--- src/rtl/uart_pkg.sv ---
// UART receive timing package: clock/baud defaults,
// bit-period helpers and the timing FSM state type.
package uart_pkg;

   localparam int unsigned DEF_CLK_HZ = 100_000_000;
   localparam int unsigned DEF_BAUD   = 115_200;

   // start + 8 data + stop
   localparam logic [3:0] FRAME_TICKS = 4'd10;

   typedef enum logic [1:0] {
      IDLE,
      START,
      BITS
   } state_t;

   function automatic int unsigned clks_per_bit(
      input int unsigned clk_hz,
      input int unsigned baud
   );
      return clk_hz / baud;
   endfunction

   function automatic int unsigned half_bit(
      input int unsigned clk_hz,
      input int unsigned baud
   );
      return clks_per_bit(clk_hz, baud) / 2;
   endfunction

endpackage

--- src/rtl/sync_2ff.sv ---
// Two-flop synchronizer, 1 bit, reset to RST_VAL.
// Ports: clk, reset_n (async low), d (async in), q (synced).
module sync_2ff #(
   parameter logic RST_VAL = 1'b1
) (
   input  logic clk,
   input  logic reset_n,
   input  logic d,
   output logic q
);

   logic meta;

   always_ff @(posedge clk or negedge reset_n) begin
      if (!reset_n) begin
         meta <= RST_VAL;
         q    <= RST_VAL;
      end else begin
         meta <= d;
         q    <= meta;
      end
   end

endmodule

--- src/rtl/uart_rx_timing.sv ---
// UART RX bit timing: syncs the pin, finds the start edge,
// pulses center_tick at each of the 10 bit centres of a frame.
// Ports: clk, reset_n, rx_async, phase_arm -> rx_sync_out,
//        center_tick, busy, false_start.
module uart_rx_timing
   import uart_pkg::*;
#(
   parameter int unsigned CLK_HZ = DEF_CLK_HZ,
   parameter int unsigned BAUD   = DEF_BAUD
) (
   input  logic clk,
   input  logic reset_n,
   input  logic rx_async,
   input  logic phase_arm,
   output logic rx_sync_out,
   output logic center_tick,
   output logic busy,
   output logic false_start
);

   localparam int unsigned CPB  = clks_per_bit(CLK_HZ, BAUD);
   localparam int unsigned HALF = half_bit(CLK_HZ, BAUD);
   localparam int unsigned CW   = $clog2(CPB);

   localparam logic [CW-1:0] BIT_END  = CW'(CPB - 1);
   localparam logic [CW-1:0] HALF_END = CW'(HALF - 1);
   localparam logic [3:0]    LAST_BIT = FRAME_TICKS - 4'd1;

   generate
      if (CPB < 4) begin : g_cpb_check
         $error("uart_rx_timing: CLK_HZ/BAUD must be >= 4");
      end
   endgenerate

   state_t        state, state_n;
   logic [CW-1:0] cnt, cnt_n;
   logic [3:0]    bit_cnt, bit_n;
   logic          tick_n, fs_n;
   logic          rx_prev;
   logic [1:0]    fill;
   logic          seen_high;
   logic          fall;

   sync_2ff #(
      .RST_VAL(1'b1)
   ) u_sync (
      .clk    (clk),
      .reset_n(reset_n),
      .d      (rx_async),
      .q      (rx_sync_out)
   );

   // The synchronizer reset value is not a real sample of
   // the pin; only accept edges once a true high was seen.
   always_ff @(posedge clk or negedge reset_n) begin
      if (!reset_n) begin
         rx_prev   <= 1'b1;
         fill      <= 2'd0;
         seen_high <= 1'b0;
      end else begin
         rx_prev <= rx_sync_out;
         if (fill != 2'd2)
            fill <= fill + 2'd1;
         if (fill == 2'd2 && rx_sync_out)
            seen_high <= 1'b1;
      end
   end

   assign fall = rx_prev & ~rx_sync_out & seen_high;

   always_comb begin
      state_n = state;
      cnt_n   = cnt;
      bit_n   = bit_cnt;
      tick_n  = 1'b0;
      fs_n    = 1'b0;
      unique case (state)
         IDLE: begin
            if (fall && phase_arm) begin
               state_n = START;
               cnt_n   = '0;
               bit_n   = 4'd0;
            end
         end
         START: begin
            if (cnt == HALF_END) begin
               cnt_n = '0;
               if (!rx_sync_out) begin
                  tick_n  = 1'b1;
                  bit_n   = 4'd1;
                  state_n = BITS;
               end else begin
                  fs_n    = 1'b1;
                  state_n = IDLE;
               end
            end else begin
               cnt_n = cnt + 1'b1;
            end
         end
         BITS: begin
            if (cnt == BIT_END) begin
               cnt_n  = '0;
               tick_n = 1'b1;
               bit_n  = bit_cnt + 4'd1;
               if (bit_cnt == LAST_BIT)
                  state_n = IDLE;
            end else begin
               cnt_n = cnt + 1'b1;
            end
         end
         default: state_n = IDLE;
      endcase
   end

   always_ff @(posedge clk or negedge reset_n) begin
      if (!reset_n) begin
         state       <= IDLE;
         cnt         <= '0;
         bit_cnt     <= 4'd0;
         center_tick <= 1'b0;
         false_start <= 1'b0;
      end else begin
         state       <= state_n;
         cnt         <= cnt_n;
         bit_cnt     <= bit_n;
         center_tick <= tick_n;
         false_start <= fs_n;
      end
   end

   assign busy = (state != IDLE);

endmodule

--- config.mk ---
export PLATFORM = sky130hd
export DESIGN_NAME = uart_rx_timing
export DESIGN_NICKNAME = d
export VERILOG_FILES = /design/src/rtl/uart_pkg.sv /design/src/rtl/sync_2ff.sv /design/src/rtl/uart_rx_timing.sv
export SDC_FILE = /design/constraint.sdc
export NUM_CORES = 1
export LEC_CHECK = 0
export CORE_MARGIN = 10
export CORE_UTILIZATION = 58
export DETAILED_ROUTE_END_ITERATION = 12
export GPL_ROUTABILITY_DRIVEN = 0
export PLACE_DENSITY = 0.78
export REMOVE_ABC_BUFFERS = 1
export SYNTH_ARGS = -nofsm -noshare
export SYNTH_HDL_FRONTEND = slang
export SYNTH_SLANG_ARGS = --single-unit
export TNS_END_PERCENT = 5
--- constraint.sdc ---
create_clock -name clk -period 2.8 [get_ports clk]
set_clock_uncertainty 0.05 [all_clocks]
set_input_delay 0.7 -clock clk [delete_from_list [all_inputs] [get_ports clk]]
set_output_delay 0.7 -clock clk [all_outputs]
set_load 0.01 [all_outputs]
Yosys cells after proc, flatten, opt, wreduce, memory -nomap -nowiden
Index checks and enable logic that the tools add are counted.
{"block": "totals", "register_bits": 24, "latch_bits": 0, "ramBits": 0, "mem_bits_ro": 0, "inputBits": 4, "word_cells": 58, "memories": 0}
{"block": "classes", "addsub": 3, "multipliers": 0, "div_mod_pow": 0, "n_lt_le_gt_ge": 0, "n_eq_ne": 12, "n_shift": 0, "mux": 22, "bitwise_logic": 3, "reduce_logical": 8}
{"cell": "$mux W10", "n": 3}
{"cell": "$pmux W10 S3", "n": 1}
{"cell": "$mux W4", "n": 4}
{"cell": "$ne A2 B2 Y1 const B", "n": 6}
{"cell": "$pmux W4 S3", "n": 1}
{"cell": "$add A10 B1 Y10 const B", "n": 1}
{"cell": "$eq A10 B10 Y1 const B", "n": 1}
{"cell": "$eq A10 B9 Y1 const B", "n": 1}
{"cell": "$mux W2", "n": 5}
{"cell": "$mux W1", "n": 6}
{"cell": "$pmux W2 S3", "n": 1}
{"cell": "$reduce_and A5 Y1", "n": 1}
{"cell": "$add A4 B1 Y4 const B", "n": 1}
{"cell": "$eq A2 B2 Y1 const B", "n": 2}
{"cell": "$eq A4 B4 Y1 const B", "n": 1}
{"cell": "$reduce_and A4 Y1", "n": 1}
{"cell": "$reduce_bool A3 Y1", "n": 1}
{"cell": "$add A2 B1 Y2 const B", "n": 1}
{"cell": "$and A1 B1 Y1", "n": 2}
{"cell": "$eq A2 B1 Y1 const B", "n": 1}
{"cell": "$logic_and A1 B1 Y1", "n": 2}
{"cell": "$logic_not A2 Y1", "n": 1}
{"cell": "$pmux W1 S2", "n": 1}
{"cell": "$reduce_and A2 Y1", "n": 1}
{"cell": "2 further kinds", "n": 2}

Longest topological paths before layout
Gate-level depths: netlist of run 1.
{"block": "depth", "ltp_word": 6, "ltp_mapped": 7, "ltp_nobuf": 6}

Modules after synthesis
A second synthesis of run 1 with hierarchy kept.
{"block": "unflattened", "hier_cells": 144, "hier_area_um2": 1393.8}
{"mod": "uart_rx_timing", "n_inst": 1, "cells_each": 142, "area_per_inst_um2": 1341.3}
{"mod": "sync_2ff", "n_inst": 1, "cells_each": 2, "area_per_inst_um2": 52.6}

Worst setup path before layout of run 1
OpenSTA, ideal clock, no wires.
{"block": "synth_path", "path_type": "in2reg", "start": "in phase_arm", "end": "reg bit_cnt[2]", "setup_ps": 124, "t_arrival_ps": 1876, "path_slack_ps": 750, "stages": 4, "path_buffers": 0, "path_cell_list": "nand4b_2 > a221oi_1 > or3b_1 > a211o_1"}
{"block": "synth_between", "elab_chain_cells": 3}
{"item": "from (decl)", "line": "uart_rx_timing.sv:14", "rtl": "input logic phase_arm,"}
{"item": "$logic_and A1 B1 Y1", "line": "uart_rx_timing.sv:79", "rtl": "if (fall && phase_arm) begin"}
{"item": "$ne A2 B2 Y1 (no source line)"}
{"item": "$reduce_and A5 Y1 (no source line)"}
{"item": "to (signal assigned)", "line": "uart_rx_timing.sv:125", "rtl": "bit_cnt <= bit_n;"}
{"item": "to (decl)", "line": "uart_rx_timing.sv:37", "rtl": "logic [3:0] bit_cnt, bit_n;"}
Every way passes these cells.
A chain may end at the register's enable or synchronous reset.

Worst setup path in the final report of run 1
{"block": "layout_path", "start": "reg state[0]", "end": "out busy"}
{"block": "layout_between", "elab_chain_cells": 1}
{"item": "from (decl)", "line": "uart_rx_timing.sv:35", "rtl": "state_t state, state_n;"}
{"item": "from (signal assigned)", "line": "uart_rx_timing.sv:123", "rtl": "state <= state_n;"}
{"item": "$reduce_bool A2 Y1", "line": "uart_rx_timing.sv:131", "rtl": "assign busy = (state != IDLE);"}
{"item": "to (decl)", "line": "uart_rx_timing.sv:17", "rtl": "output logic busy,"}
Every way passes these cells.

==> run_results.csv, run 1 <==
group,metric,value,unit
status,status,"completed",
detailed_routing,met2RoutedLength,1420,um
yosys,synth_ff_type,"dfrtp_1",
yosys,syn_area_per_cell,9.82,um^2
yosys,syn_inst,146,
detailed_routing,vias,1173,
power_and_ir_drop,power_frac_clock,18.3,%
clock_tree,post_cts_buffers,0,
placed_design,port_buffers,7,
timing,finalHoldViolCount,0,
grt,grt_max_degree,25,
clock_tree,path_clk_slew,130,ps
worst_hold_path,min_path_type,"flip-flop to flip-flop",
cells_and_area,n_antenna_cell,0,
flow_run,drv_cap,0,
setup_path,cp.arrival,1730,ps
timing,fmax,0.403,GHz
placed_design,post-place-ws,232,ps
power_and_ir_drop,p_int,0.000801,W
yosys,synth.cell_area,0.00143,mm^2
setup_path,rrSetupSlack,580,ps
clock_tree,hold_buffers,0,
power_and_ir_drop,power_density,845,mW/mm^2
yosys,synth_warnings,0,
detailed_routing,first_pass_iters,4,
grt,antenna_found_initial,0,
clock_tree,cts-root-buf,"clkbuf_4",
grt,grt_pass1_wl,5210,um
setup_path,ff2ff_path_depth,4,
setup_path,critical_path_class,"flip-flop to primary output",
floorplan,placementRows,17,
timing,timing.final.ws_setup,318,ps
yosys,synth_edf_count,0,
placed_design,hpwlAfterDp,2170,um
floorplan,coreArea,0.00228,mm^2
floorplan,die-area,0.00486,mm^2
power_and_ir_drop,fin_total_pwr,0.00136,W
yosys,ys_seq_area_share,42.1,%
timing,worstMarginPinSlew,638,ps
setup_path,worstSetupStartpointType,"flip-flop",
cells_and_area,final_cell_mix,"21 x dfrtp_1, 19 x nand2_1, 11 x inv_1",
power_and_ir_drop,leakagePower,0.644,nW
placed_design,dp_cells,181,
yosys,synth.ff_latch_count,24,
yosys,synth_cell_types,46,
floorplan,ios,8,
detailed_routing,via_per_inst,6.34,
setup_path,reg2reg_from,"cnt[3]$_DFFE_PN0P_",
cells_and_area,fill_cells,179,
timing,period_share,88.7,%
power_and_ir_drop,seqPwrFrac,31.5,%
floorplan,chipWidth,69.7,um
clock_tree,insertion_delay,310,ps
power_and_ir_drop,peakVddDrop,0.000793,V
cells_and_area,final_layout_size_suffix_gt1_share,11.5,%
yosys,synth_async_sr_flop_share,100,%
detailed_routing,drt_iter0_drc,76,
detailed_routing,dr_wl_met3,160,um
clock_tree,numCtsBuffers,3,
cells_and_area,stdcell_area,0.00161,mm^2
detailed_routing,drcViolationCount,0,
grt,grt_util_all_layers,12.3,%
worst_hold_path,hp-start,"u_sync.meta$_DFF_PN1_",
grt,grt_overflow,0,
worst_hold_path,hold_end,"u_sync.q$_DFF_PN1_",
timing,period_needed,2480,ps
cells_and_area,final_common_cell,"dfrtp_1",
setup_path,critPathMaxFanout,8,
detailed_routing,avgRoutedWirePerCell,16.0,um
power_and_ir_drop,power.switching,0.000555,W
power_and_ir_drop,combPwrFrac,50.2,%
floorplan,die_h,69.7,um
setup_path,crit_path_end_kind,"primary output",
detailed_routing,routed_wl,2970,um
clock_tree,cts_tree,"done",
grt,grt_pass1_vias,1161,
worst_hold_path,hold_depth,0,
timing,rsz0062_at_grt,"false",
timing,slew_violations,0,
detailed_routing,highest_layer,"met4",
timing,tns,0,ps
cells_and_area,final_nets,171,
clock_tree,htree_levels,1,
cells_and_area,stdcell_count,185,
setup_path,timing.rr.end,"bit_cnt[2]$_DFFE_PN0P_",
clock_tree,cts_resized,0,
placed_design,post_dp_cell_area,0.00155,mm^2
timing,setup_viol,0,
timing,relSlewSlack,57.5,%
detailed_routing,m1WireLength,1360,um
detailed_routing,ant_nets,0,
floorplan,start_util,63.0,%
cells_and_area,synthToLayoutAreaGrowth,12.0,%
power_and_ir_drop,sw_frac_of_total,40.9,%
clock_tree,cts.sinks,24,
clock_tree,cts_max_path_buffers,2,
setup_path,cp.required,2050,ps
cells in the mapped netlist (3+ instances only):
cell type   n  share of area (%)
nand3_1     5                1.7
inv_1      11                2.9
dfstp_2     3                5.5
o211ai_1    5                2.6
o21ai_0     7                2.4
o2111ai_1   6                3.7
nor3_1      5                1.7
nor2_1      5                1.3
mux2i_1     4                2.8
clkbuf_1    3               0.79
dfrtp_1    21                 37
nand2_1    19                5.0
ha_1        9                7.9
sequential cells by signal (all words and copies together), names as in the netlist, 2 cells and up:
name     count
cnt         10
bit_cnt      4
fill         2
state        2
critical path, cell delays in order (launching register included):
cell and delay, ps:
dfrtp_1 430, inv_1 90, ha_1 300, inv_1 80
clkdlybuf4s50_1 530
power groups by stage:
stage	Clock, W	Sequential, W	Combinational (W)
6_report	0.000248	0.000427	0.000681
5_1_grt	0.000265	0.000433	0.000742
2_1_floorplan	0	0.000422	0.000442
4_1_cts	0.000255	0.000426	0.000674
3_5_place_dp	0	0.000433	0.000671
3_3_place_gp	0	0.000429	0.000648
layout make-up:
| cell class | count | area, um^2 | share of cell area, % |
|---|---|---|---|
| inverter | 11 | 41.3 | 2.57 |
| clock buffer | 3 | 22.5 | 1.40 |
| clock inverter | 1 | 30.0 | 1.87 |
| multi-input combinational | 106 | 764 | 47.6 |
| tap | 28 | 35.0 | 2.18 |
| timing repair buffer | 12 | 108 | 6.70 |
| sequential | 24 | 604 | 37.6 |
logic make-up after synthesis:
| group | share of synthesized area, % |
|---|---|
| mux | 3.58 |
| xor+xnor | 0.611 |
| fa+ha+maj | 7.85 |
| compound gates | 17.5 |
| buf+inv | 4.54 |
| simple gates | 23.8 |
| flops | 42.1 |
per-layer routing:
metal | track usage, % | vias to the layer above
li1 | - | 561
met1 | 15.6 | 581
met2 | 19.6 | 27
met3 | 2.43 | 4
met4 | 5.22 | 0
met5 | 0 | -
how the worst max path moves through the flow:
stage	startpoint	to	depth (start not counted)
detailed placement	phase_arm	bit_cnt[2]$_DFFE_PN0P_	5
CTS	state[0]$_DFFE_PN0P_	busy	4
global route	state[0]$_DFFE_PN0P_	busy	4
global placement	phase_arm	bit_cnt[2]$_DFFE_PN0P_	5
finish	state[0]$_DFFE_PN0P_	busy	4
floorplan	phase_arm	bit_cnt[2]$_DFFE_PN0P_	4
through the flow:
stage | hold slack [ps] | utilization, %
global route | 325 | 70.5
finish | 316 | 70.5
floorplan | 295 | -
global placement | 295 | 68.2
CTS | 318 | 70.5
detailed placement | 298 | 68.2
Note: power is estimated with default switching activity, not from simulation.
==> inputs of run 2 (changes only) <==
--- a/config.mk
+++ b/config.mk
@@ -7,6 +7,7 @@
 export LEC_CHECK = 0
 export CORE_MARGIN = 10
 export CORE_UTILIZATION = 58
+export CTS_CLUSTER_DIAMETER = 100
 export DETAILED_ROUTE_END_ITERATION = 12
 export GPL_ROUTABILITY_DRIVEN = 0
 export PLACE_DENSITY = 0.78
==> results of run 2 <==
Same layout as run 1: the final DEF is identical, and so are final timing and power.
==> inputs of run 3 (changes only) <==
--- a/config.mk
+++ b/config.mk
@@ -11,6 +11,7 @@
 export DETAILED_ROUTE_END_ITERATION = 12
 export GPL_ROUTABILITY_DRIVEN = 0
 export PLACE_DENSITY = 0.78
+export RECOVER_POWER = 25
 export REMOVE_ABC_BUFFERS = 1
 export SYNTH_ARGS = -nofsm -noshare
 export SYNTH_HDL_FRONTEND = slang
==> run 3 against run 2 <==
  * Final area down 0.23%
  * Global-route usage unchanged
  * Hold slack better by 5.7 ps
  * Register-to-register slack about the same
  * Final cell count unchanged
  * Clock-buffer cell count unchanged
  * Non-clock buffer count unchanged
  * Sequential share of layout area up 0.088 points
  * Largest power group unchanged
==> run_results.csv, run 3 (synthesis gave the netlist of run 1 again) <==
group,metric,value,unit
floorplan,die_h,69.7,um
placed_design,post_dp_cell_area,0.00155,mm^2
floorplan,start_util,63.0,%
power_and_ir_drop,p_int,0.000799,W
timing,fmax,0.403,GHz
clock_tree,hold_buffers,0,
setup_path,ff2ff_path_depth,4,
floorplan,ios,8,
power_and_ir_drop,sw_frac_of_total,41.0,%
grt,grt_max_degree,25,
grt,grt_pass1_wl,5210,um
grt,antenna_found_initial,0,
clock_tree,post_cts_buffers,0,
detailed_routing,vias,1175,
floorplan,placementRows,17,
detailed_routing,via_per_inst,6.35,
clock_tree,cts_max_path_buffers,2,
timing,period_share,88.7,%
timing,finalHoldViolCount,0,
detailed_routing,first_pass_iters,5,
cells_and_area,regMostFlops,"cnt",
placed_design,port_buffers,7,
power_and_ir_drop,power.switching,0.000555,W
power_and_ir_drop,combPwrFrac,50.1,%
timing,setup_viol,0,
cells_and_area,final_nets,171,
cells_and_area,n_antenna_cell,0,
timing,tns,0,ps
setup_path,worstSetupStartpointType,"flip-flop",
detailed_routing,routed_wl,2980,um
grt,grt_pass1_vias,1161,
setup_path,critPathMaxFanout,8,
worst_hold_path,hp-start,"u_sync.meta$_DFF_PN1_",
cells_and_area,largest_reg_flops,10,
setup_path,cp.arrival,1730,ps
power_and_ir_drop,seqPwrFrac,31.5,%
setup_path,rrSetupSlack,590,ps
timing,slew_violations,0,
clock_tree,cts.sinks,24,
flow_run,drv_cap,0,
power_and_ir_drop,peakVddDrop,0.000792,V
cells_and_area,final_cell_mix,"21 x dfrtp_1, 19 x nand2_1, 11 x inv_1",
grt,grt_overflow,0,
worst_hold_path,hold_depth,0,
clock_tree,insertion_delay,310,ps
power_and_ir_drop,power_frac_clock,18.4,%
placed_design,hpwlAfterDp,2170,um
detailed_routing,ant_nets,0,
clock_tree,cts-root-buf,"clkbuf_4",
worst_hold_path,min_path_type,"flip-flop to flip-flop",
floorplan,chipWidth,69.7,um
setup_path,cp.required,2050,ps
detailed_routing,drt_iter0_drc,76,
clock_tree,numCtsBuffers,3,
clock_tree,cts_tree,"done",
floorplan,die-area,0.00486,mm^2
power_and_ir_drop,leakagePower,0.640,nW
status,status,"completed",
floorplan,coreArea,0.00228,mm^2
cells_and_area,stdcell_area,0.00160,mm^2
setup_path,crit_path_end_kind,"primary output",
clock_tree,cts_resized,0,
cells_and_area,top_regs,"cnt x10, bit_cnt x4",
timing,period_needed,2480,ps
setup_path,critical_path_class,"flip-flop to primary output",
timing,rsz0062_at_grt,"false",
cells_and_area,final_layout_size_suffix_gt1_share,10.2,%
worst_hold_path,hold_end,"u_sync.q$_DFF_PN1_",
setup_path,timing.rr.end,"bit_cnt[2]$_DFFE_PN0P_",
grt,grt_util_all_layers,12.3,%
clock_tree,path_clk_slew,130,ps
cells_and_area,synthToLayoutAreaGrowth,11.7,%
timing,relSlewSlack,15.4,%
setup_path,reg2reg_from,"cnt[3]$_DFFE_PN0P_",
cells_and_area,final_common_cell,"dfrtp_1",
detailed_routing,drcViolationCount,0,
clock_tree,htree_levels,1,
power_and_ir_drop,power_density,846,mW/mm^2
timing,worstMarginPinSlew,1270,ps
detailed_routing,avgRoutedWirePerCell,16.1,um
==> run 3: power by group through the flow <==
stage	clock network [W]	logic (W)	registers (W)
after floorplan	0	0.000442	0.000422
after global routing	0.000265	0.000741	0.000433
after detailed placement	0	0.000671	0.000433
after CTS	0.000255	0.000674	0.000426
final	0.000249	0.000679	0.000426
after global placement	0	0.000648	0.000429
==> run 3: metrics by stage <==
step	setup slack [ps]	std cells	util, %	power, W	hold slack (ps)
after floorplan	750	141	-	0.000864	295
after global placement	279	181	68.2	0.00108	295
after detailed placement	232	181	68.2	0.00110	298
after CTS	292	185	70.5	0.00136	318
after global routing	210	185	70.4	0.00144	330
final	316	185	70.4	0.00135	322
==> run 3: layout make-up <==
class | count | area (um^2)
well taps | 28 | 35.0
clock buffers | 3 | 22.5
repair buffers | 12 | 104
multi-input cells | 106 | 764
inverters | 11 | 41.3
flip-flops and latches | 24 | 604
fillers | 181 | 674
clock inverters | 1 | 30.0
==> run 3: worst max-delay path by stage <==
stage | start | end | slack (ps) | cells past startpoint
floorplan | phase_arm | bit_cnt[2]$_DFFE_PN0P_ | 750 | 4
global placement | phase_arm | bit_cnt[2]$_DFFE_PN0P_ | 280 | 5
detailed placement | phase_arm | bit_cnt[2]$_DFFE_PN0P_ | 230 | 5
CTS | state[0]$_DFFE_PN0P_ | busy | 290 | 4
global route | state[0]$_DFFE_PN0P_ | busy | 210 | 4
finish | state[0]$_DFFE_PN0P_ | busy | 320 | 4
==> run 3: metal layers <==
layer | routed length [um] | up-vias | global-route usage, %
li1 | - | 561 | -
met1 | 1390 | 583 | 15.6
met2 | 1420 | 27 | 19.6
met3 | 147 | 4 | 2.43
met4 | 23 | 0 | 5.22
met5 | 0 | - | 0
==> run 3: critical path: stages (launching register included) <==
cell,delay (ps)
dfrtp_1,430
inv_1,90
ha_1,300
inv_1,80
clkdlybuf4s50_1,530
